[src/rtl/sdram_port_arbiter_if.sv]
// Avalon-MM port bundle used for both requester ports and the SDRAM master port.
// Ports: read/write/address/writedata/byteenable (command), waitrequest,
//        readdata/readdatavalid (response). master drives commands, slave answers.
interface sdram_port_arbiter_if #(
  parameter int ADDR_W = 25,
  parameter int DATA_W = 32
);
  logic                  read;
  logic                  write;
  logic [ADDR_W-1:0]     address;
  logic [DATA_W-1:0]     writedata;
  logic [DATA_W/8-1:0]   byteenable;
  logic                  waitrequest;
  logic [DATA_W-1:0]     readdata;
  logic                  readdatavalid;

  modport master (
    output read, write, address, writedata, byteenable,
    input  waitrequest, readdata, readdatavalid
  );

  modport slave (
    input  read, write, address, writedata, byteenable,
    output waitrequest, readdata, readdatavalid
  );
endinterface

[src/rtl/sdram_port_arbiter.sv]
// Shares one SDRAM Avalon-MM master between port A (video reads, fixed high
// priority) and port B (draw engine read/write); read returns are steered back
// to their issuer through an owner-tag FIFO.
// Latency: zero-cycle command path, zero-cycle readdatavalid steer.
// Backpressure: avm waitrequest freezes the grant and re-presents the latched
// command; the ungranted port always sees waitrequest=1.
// Ports: clk, reset (sync, active-high); a (slave, read-only use), b (slave),
//        avm (master toward the SDRAM controller).
// Option: define SDRAM_ARB_STARVE_GUARD_EN to force a B grant after
//         STARVE_LIMIT consecutive A grants while B is waiting.
module sdram_port_arbiter #(
  parameter int ADDR_W       = 25,
  parameter int DATA_W       = 32,
  parameter int MAX_PEND     = 4,
  parameter int STARVE_LIMIT = 8
) (
  input  logic                  clk,
  input  logic                  reset,
  sdram_port_arbiter_if.slave   a,
  sdram_port_arbiter_if.slave   b,
  sdram_port_arbiter_if.master  avm
);

  localparam int PTR_W = (MAX_PEND > 1) ? $clog2(MAX_PEND) : 1;
  localparam int CNT_W = $clog2(MAX_PEND + 1);
  localparam int BE_W  = DATA_W / 8;

  typedef enum logic [1:0] {IDLE, HOLD_A, HOLD_B} state_t;

  state_t state, next_state;

  // owner-tag FIFO: 0 = port A, 1 = port B
  logic             tag_mem [MAX_PEND];
  logic [PTR_W-1:0] wr_ptr, rd_ptr;
  logic [CNT_W-1:0] count;
  logic             full, empty;

  // command latched on entry to a hold state, so a requester that drops its
  // request mid-hold cannot change what the SDRAM sees
  logic              hold_read, hold_write;
  logic [ADDR_W-1:0] hold_addr;
  logic [DATA_W-1:0] hold_wdata;
  logic [BE_W-1:0]   hold_be;

  logic              gnt_a, gnt_b;
  logic              cmd_read, cmd_write;
  logic [ADDR_W-1:0] cmd_addr;
  logic [DATA_W-1:0] cmd_wdata;
  logic [BE_W-1:0]   cmd_be;

  logic a_elig, b_elig, force_b;
  logic accept, push, pop;

  assign full   = (count == CNT_W'(MAX_PEND));
  assign empty  = (count == '0);
  // reads need a free tag slot; writes never return data so they bypass it
  assign a_elig = a.read & ~full;
  assign b_elig = b.write | (b.read & ~full);

`ifdef SDRAM_ARB_STARVE_GUARD_EN
  logic [3:0] starve_cnt;

  assign force_b = (starve_cnt >= 4'(STARVE_LIMIT)) & b_elig;

  always_ff @(posedge clk) begin
    if (reset) begin
      starve_cnt <= '0;
    end else if (!(b.read | b.write)) begin
      starve_cnt <= '0;
    end else if (accept && gnt_b) begin
      starve_cnt <= '0;
    end else if (accept && gnt_a && starve_cnt != 4'hF) begin
      starve_cnt <= starve_cnt + 4'd1;
    end
  end
`else
  assign force_b = 1'b0;
`endif

  always_comb begin
    next_state = state;
    gnt_a      = 1'b0;
    gnt_b      = 1'b0;
    cmd_read   = 1'b0;
    cmd_write  = 1'b0;
    cmd_addr   = '0;
    cmd_wdata  = '0;
    cmd_be     = '0;

    case (state)
      IDLE: begin
        if (a_elig && !force_b) begin
          gnt_a    = 1'b1;
          cmd_read = 1'b1;
          cmd_addr = a.address;
        end else if (b_elig) begin
          gnt_b     = 1'b1;
          cmd_write = b.write;
          cmd_read  = b.read & ~b.write;
          cmd_addr  = b.address;
          cmd_wdata = b.writedata;
          cmd_be    = b.byteenable;
        end
        if ((gnt_a || gnt_b) && avm.waitrequest) begin
          next_state = gnt_a ? HOLD_A : HOLD_B;
        end
      end
      HOLD_A, HOLD_B: begin
        gnt_a     = (state == HOLD_A);
        gnt_b     = (state == HOLD_B);
        cmd_read  = hold_read;
        cmd_write = hold_write;
        cmd_addr  = hold_addr;
        cmd_wdata = hold_wdata;
        cmd_be    = hold_be;
        if (!avm.waitrequest) begin
          next_state = IDLE;
        end
      end
      default: next_state = IDLE;
    endcase

    // reset masks everything visible so nothing is accepted or pushed
    if (reset) begin
      gnt_a     = 1'b0;
      gnt_b     = 1'b0;
      cmd_read  = 1'b0;
      cmd_write = 1'b0;
    end
  end

  assign accept = (cmd_read | cmd_write) & ~avm.waitrequest;
  assign push   = accept & cmd_read;
  assign pop    = avm.readdatavalid & ~empty & ~reset;

  assign avm.read       = cmd_read;
  assign avm.write      = cmd_write;
  assign avm.address    = cmd_addr;
  assign avm.writedata  = cmd_wdata;
  assign avm.byteenable = cmd_be;

  assign a.waitrequest   = gnt_a ? avm.waitrequest : 1'b1;
  assign b.waitrequest   = gnt_b ? avm.waitrequest : 1'b1;
  assign a.readdata      = avm.readdata;
  assign b.readdata      = avm.readdata;
  assign a.readdatavalid = pop & ~tag_mem[rd_ptr];
  assign b.readdatavalid = pop &  tag_mem[rd_ptr];

  always_ff @(posedge clk) begin
    if (reset) begin
      state  <= IDLE;
      wr_ptr <= '0;
      rd_ptr <= '0;
      count  <= '0;
    end else begin
      state <= next_state;
      if (push) begin
        wr_ptr <= wr_ptr + PTR_W'(1);
      end
      if (pop) begin
        rd_ptr <= rd_ptr + PTR_W'(1);
      end
      case ({push, pop})
        2'b10:   if (!full)  count <= count + CNT_W'(1);
        2'b01:   if (!empty) count <= count - CNT_W'(1);
        default: count <= count;
      endcase
    end
  end

  always_ff @(posedge clk) begin
    if (push) begin
      tag_mem[wr_ptr] <= gnt_b;
    end
  end

  always_ff @(posedge clk) begin
    if (state == IDLE) begin
      hold_read  <= cmd_read;
      hold_write <= cmd_write;
      hold_addr  <= cmd_addr;
      hold_wdata <= cmd_wdata;
      hold_be    <= cmd_be;
    end
  end

endmodule

[src/flat_wrapper.sv]
// flat-port wrapper written by rule: the top's interface ports become plain ports
module sdram_port_arbiter_flat 
#(
  parameter int ADDR_W       = 25,
  parameter int DATA_W       = 32,
  parameter int MAX_PEND     = 4,
  parameter int STARVE_LIMIT = 8
)
  (clk, reset, a_read, a_write, a_address, a_writedata, a_byteenable, a_waitrequest, a_readdata, a_readdatavalid, b_read, b_write, b_address, b_writedata, b_byteenable, b_waitrequest, b_readdata, b_readdatavalid, avm_read, avm_write, avm_address, avm_writedata, avm_byteenable, avm_waitrequest, avm_readdata, avm_readdatavalid);
  sdram_port_arbiter_if #(.ADDR_W(ADDR_W), .DATA_W(DATA_W)) a_i ();
  sdram_port_arbiter_if #(.ADDR_W(ADDR_W), .DATA_W(DATA_W)) b_i ();
  sdram_port_arbiter_if #(.ADDR_W(ADDR_W), .DATA_W(DATA_W)) avm_i ();
  input  logic clk;
  input  logic reset;
  input wire logic [$bits(a_i.read)-1:0] a_read;
  input wire logic [$bits(a_i.write)-1:0] a_write;
  input wire logic [$bits(a_i.address)-1:0] a_address;
  input wire logic [$bits(a_i.writedata)-1:0] a_writedata;
  input wire logic [$bits(a_i.byteenable)-1:0] a_byteenable;
  output wire logic [$bits(a_i.waitrequest)-1:0] a_waitrequest;
  output wire logic [$bits(a_i.readdata)-1:0] a_readdata;
  output wire logic [$bits(a_i.readdatavalid)-1:0] a_readdatavalid;
  input wire logic [$bits(b_i.read)-1:0] b_read;
  input wire logic [$bits(b_i.write)-1:0] b_write;
  input wire logic [$bits(b_i.address)-1:0] b_address;
  input wire logic [$bits(b_i.writedata)-1:0] b_writedata;
  input wire logic [$bits(b_i.byteenable)-1:0] b_byteenable;
  output wire logic [$bits(b_i.waitrequest)-1:0] b_waitrequest;
  output wire logic [$bits(b_i.readdata)-1:0] b_readdata;
  output wire logic [$bits(b_i.readdatavalid)-1:0] b_readdatavalid;
  output wire logic [$bits(avm_i.read)-1:0] avm_read;
  output wire logic [$bits(avm_i.write)-1:0] avm_write;
  output wire logic [$bits(avm_i.address)-1:0] avm_address;
  output wire logic [$bits(avm_i.writedata)-1:0] avm_writedata;
  output wire logic [$bits(avm_i.byteenable)-1:0] avm_byteenable;
  input wire logic [$bits(avm_i.waitrequest)-1:0] avm_waitrequest;
  input wire logic [$bits(avm_i.readdata)-1:0] avm_readdata;
  input wire logic [$bits(avm_i.readdatavalid)-1:0] avm_readdatavalid;
  assign a_i.read = a_read;
  assign a_i.write = a_write;
  assign a_i.address = a_address;
  assign a_i.writedata = a_writedata;
  assign a_i.byteenable = a_byteenable;
  assign a_waitrequest = a_i.waitrequest;
  assign a_readdata = a_i.readdata;
  assign a_readdatavalid = a_i.readdatavalid;
  assign b_i.read = b_read;
  assign b_i.write = b_write;
  assign b_i.address = b_address;
  assign b_i.writedata = b_writedata;
  assign b_i.byteenable = b_byteenable;
  assign b_waitrequest = b_i.waitrequest;
  assign b_readdata = b_i.readdata;
  assign b_readdatavalid = b_i.readdatavalid;
  assign avm_read = avm_i.read;
  assign avm_write = avm_i.write;
  assign avm_address = avm_i.address;
  assign avm_writedata = avm_i.writedata;
  assign avm_byteenable = avm_i.byteenable;
  assign avm_i.waitrequest = avm_waitrequest;
  assign avm_i.readdata = avm_readdata;
  assign avm_i.readdatavalid = avm_readdatavalid;
  sdram_port_arbiter #(.ADDR_W(ADDR_W), .DATA_W(DATA_W), .MAX_PEND(MAX_PEND), .STARVE_LIMIT(STARVE_LIMIT)) u_core (.clk(clk), .reset(reset), .a(a_i), .b(b_i), .avm(avm_i));
endmodule
[config.mk]
export PLATFORM = sky130hd
export DESIGN_NAME = sdram_port_arbiter_flat
export DESIGN_NICKNAME = d
export VERILOG_FILES = /design/src/rtl/sdram_port_arbiter_if.sv /design/src/rtl/sdram_port_arbiter.sv /design/src/flat_wrapper.sv
export SDC_FILE = /design/constraint.sdc
export NUM_CORES = 1
export LEC_CHECK = 0
export ABC_AREA = 1
export BUFFER_PORTS_ARGS = -buffer_cell sky130_fd_sc_hd__buf_4
export CELL_PAD_IN_SITES_DETAIL_PLACEMENT = 1
export CELL_PAD_IN_SITES_GLOBAL_PLACEMENT = 1
export CORE_ASPECT_RATIO = 1.75
export CORE_MARGIN = 1
export CORE_UTILIZATION = 31
export DETAILED_ROUTE_END_ITERATION = 12
export GPL_TIMING_DRIVEN = 0
export MAX_ROUTING_LAYER = met4
export PLACE_DENSITY_LB_ADDON = 0.15
export SYNTH_ARGS = -nofsm -noshare
export SYNTH_HDL_FRONTEND = slang
export SYNTH_SLANG_ARGS = --single-unit
[constraint.sdc]
create_clock -name clk -period 6.9 [get_ports clk]
set_clock_uncertainty 0.15 [all_clocks]
set_input_delay 1.38 -clock clk [delete_from_list [all_inputs] [get_ports clk]]
set_output_delay 1.38 -clock clk [all_outputs]
set_load 0.05 [all_outputs]
==> results.yml <==
run_status:
  status: "complete, no violations"
clock_network:
  cts_root_buf: "clkbuf_16"
  htree_levels: 3
  path_clk_slew_ns: 0.06
  clk_latency_ns: 0.33
  post_cts_resized: 0
  cts_tree: "built"
  clk_path_buf_depth: 2
  cts_setup_buffers: 0
  numCtsBuffers: 9
  cts_sinks: 78
  holdBufCountCts: 0
critical_path:
  cp-end-kind: "primary output"
  crit_required_ns: 5.37
  critPathLaunchType: "flop"
  r2r_start: "u_core.state[0]"
  reg2reg_depth: 14
  critPathLaunch: "u_core.state[0]"
  crit_fanout: 67
  critical_path_class: "reg -> out"
  arrival_ns: 3.06
detailed_routing:
  dr.pass1.iters: 4
  wl_per_cell_um: 14.8
  drt_iter0_drc: 99
  antenna_left: 0
  drc: 0
  via_per_inst: 4.57
  dr_total_vias: 4335
  wl_um: 14100
synth:
  synth_nets: 703
  synth_top_cell_by_area: "edfxtp_1"
  seq_area_frac_synth_pct: 50.3
  synth_top_area_share_pct: 45.4
  synth_area_um2: 4430
  yosys_warnings: 0
  ys_types: 25
  avgSynthCellArea_um2: 8.34
  yosys-top-cells-area: "edfxtp_1 (45%), nand2_1 (17%), buf_4 (12%)"
  ys_ff_latch: 78
  synthCells: 532
finish:
  utilization_pct: 47.7
  antenna_cells: 0
  synthToLayoutAreaGrowth_pct: 49.6
  fin_nets: 937
  final_common_cell: "buf_4"
  final_cells: 948
  final_cell_mix: "buf_4 (293), nand2_1 (195), edfxtp_1 (67), a21oi_1 (66), inv_1 (52)"
  drive_gt1_share_pct: 40.7
min_path:
  whs_path_depth: 2
  hp-class: "reg -> reg"
  holdCritStartpoint: "u_core.state[1]"
die:
  core_area_um2: 13900
  die_y_um: 160
  rows: 57
  die-width_um: 92.4
  die-area_um2: 14800
  pin_count: 293
  start_util_pct: 31.9
place:
  finalWeightedCongestion: 0.781
  dp_hpwl_um: 11200
  portBuffers: 223
  dp_cells: 932
sta:
  setup_viol: 0
  hold_viol: 0
  tightestPinTransition_ns: 0.932
  rsz0062_at_grt: "no"
  min_period_ns: 4.59
  fin_crit_sh_pct: 66.5
  setup_tns_ns: 0
  final-max-slew-violation-count: 0
  timing.fmax_mhz: 218
  slew_headroom_pct: 37.9
power:
  pwr-share-clk_pct: 22.9
  p_leak_nw: 3.23
  seq_power_share_pct: 34.5
  comb_power_share_pct: 42.6
  p_int_mw: 1.21
  power_switching_uw: 842
  totalPowerFinal_mw: 2.06
  powerDensity_nw_per_um2: 310
  swShare_pct: 41.0
  ir_worst_vdd_v: 0.000189
grt:
  grt_max_degree: 68
  antenna_found_initial: 0
  grt_pass1_vias: 4595
  grt_pass1_wl_um: 21900
  grt-ovfl-total: 0
  grtUsageTotal_pct: 19.6
run:
  max_cap_violations: 0
[state kept, by name (all words and copies together), names as in the netlist, named ones only]
name / flops
u_core.hold_wdata: 32
u_core.hold_addr: 25
u_core.hold_be: 4
u_core.tag_mem: 4
u_core.count: 3
u_core.rd_ptr: 2
u_core.state: 2
u_core.wr_ptr: 2
u_core.hold_read: 1
u_core.hold_write: 1
[cells in the mapped netlist (all sizes together)]
master and n:
nand2 195, xor2 1, ha 8, dfxtp 11, o21ai 8, or2 1
clkbuf 13, inv 52, a21oi 67, clkinv 1, a21boi 1, nand3b 1
nor3 1, nand4 2, fa 1, nand3 8, and3 1, nor2 19
edfxtp 67, a32oi 1, buf 73
[layout make-up]
| cell class | instances | area [um^2] |
|---|---|---|
| Fill cell | 1725 | 7270 |
| Buffer | 86 | 588 |
| Timing Repair Buffer | 223 | 1670 |
| Multi-Input combinational cell | 315 | 1430 |
| Clock buffer | 10 | 229 |
| Sequential cell | 78 | 2230 |
| Clock inverter | 6 | 63.8 |
| Tap cell | 177 | 221 |
| Inverter | 53 | 199 |
[per-stage QoR]
step	setup WS (ns)	instance area [um^2]	hold slack, ns
2_1_floorplan	1.75	4430	0.311
3_3_place_gp	0.843	6330	0.335
3_5_place_dp	2.43	6340	0.357
4_1_cts	2.11	6640	0.366
5_1_grt	1.96	6640	0.403
6_report	2.31	6640	0.368
[critical path, stage by stage (launching register included)]
cell and delay, ns:
dfxtp_1 0.34, inv_1 0.13, ha_4 0.74, nand3_1 0.22, clkinv_1 0.26, buf_2 0.29, nand2_1 0.09, nand2_1 0.07
inv_1 0.04, a21oi_1 0.27, buf_4 0.26
[layer usage]
metal / GRT usage, % / share of wire, %
met5: - / 0
met4: 6.46 / 1.7
met3: 3.57 / 6.3
met2: 38.4 / 58
met1: 18.4 / 34
[kinds of logic after synthesis]
group           count (synthesis)  synth area share [%]
buf+inv                       139                  17.7
fa+ha+maj                       9                  2.71
flops                          78                  50.3
compound gates                 77                  9.09
xor+xnor                        1                 0.198
simple gates                  228                  19.9
[power groups by stage]
stage          Sequential, mW  Clock (mW)  Combinational (mW)
6_report                0.709       0.470               0.877
5_1_grt                 0.723       0.501               0.936
4_1_cts                 0.711       0.485               0.892
3_5_place_dp            0.720           0               0.889
3_3_place_gp            0.716           0               0.870
2_1_floorplan           0.708           0               0.605
[path summary, 6_finish.rpt]
path         slack, ns               to
max               2.31   avm_address[8]
min               0.37  u_core.state[1]
max reg2reg       3.48  u_core.count[2]
min reg2reg       0.37  u_core.state[1]
Power figures use the tool's default switching activity.
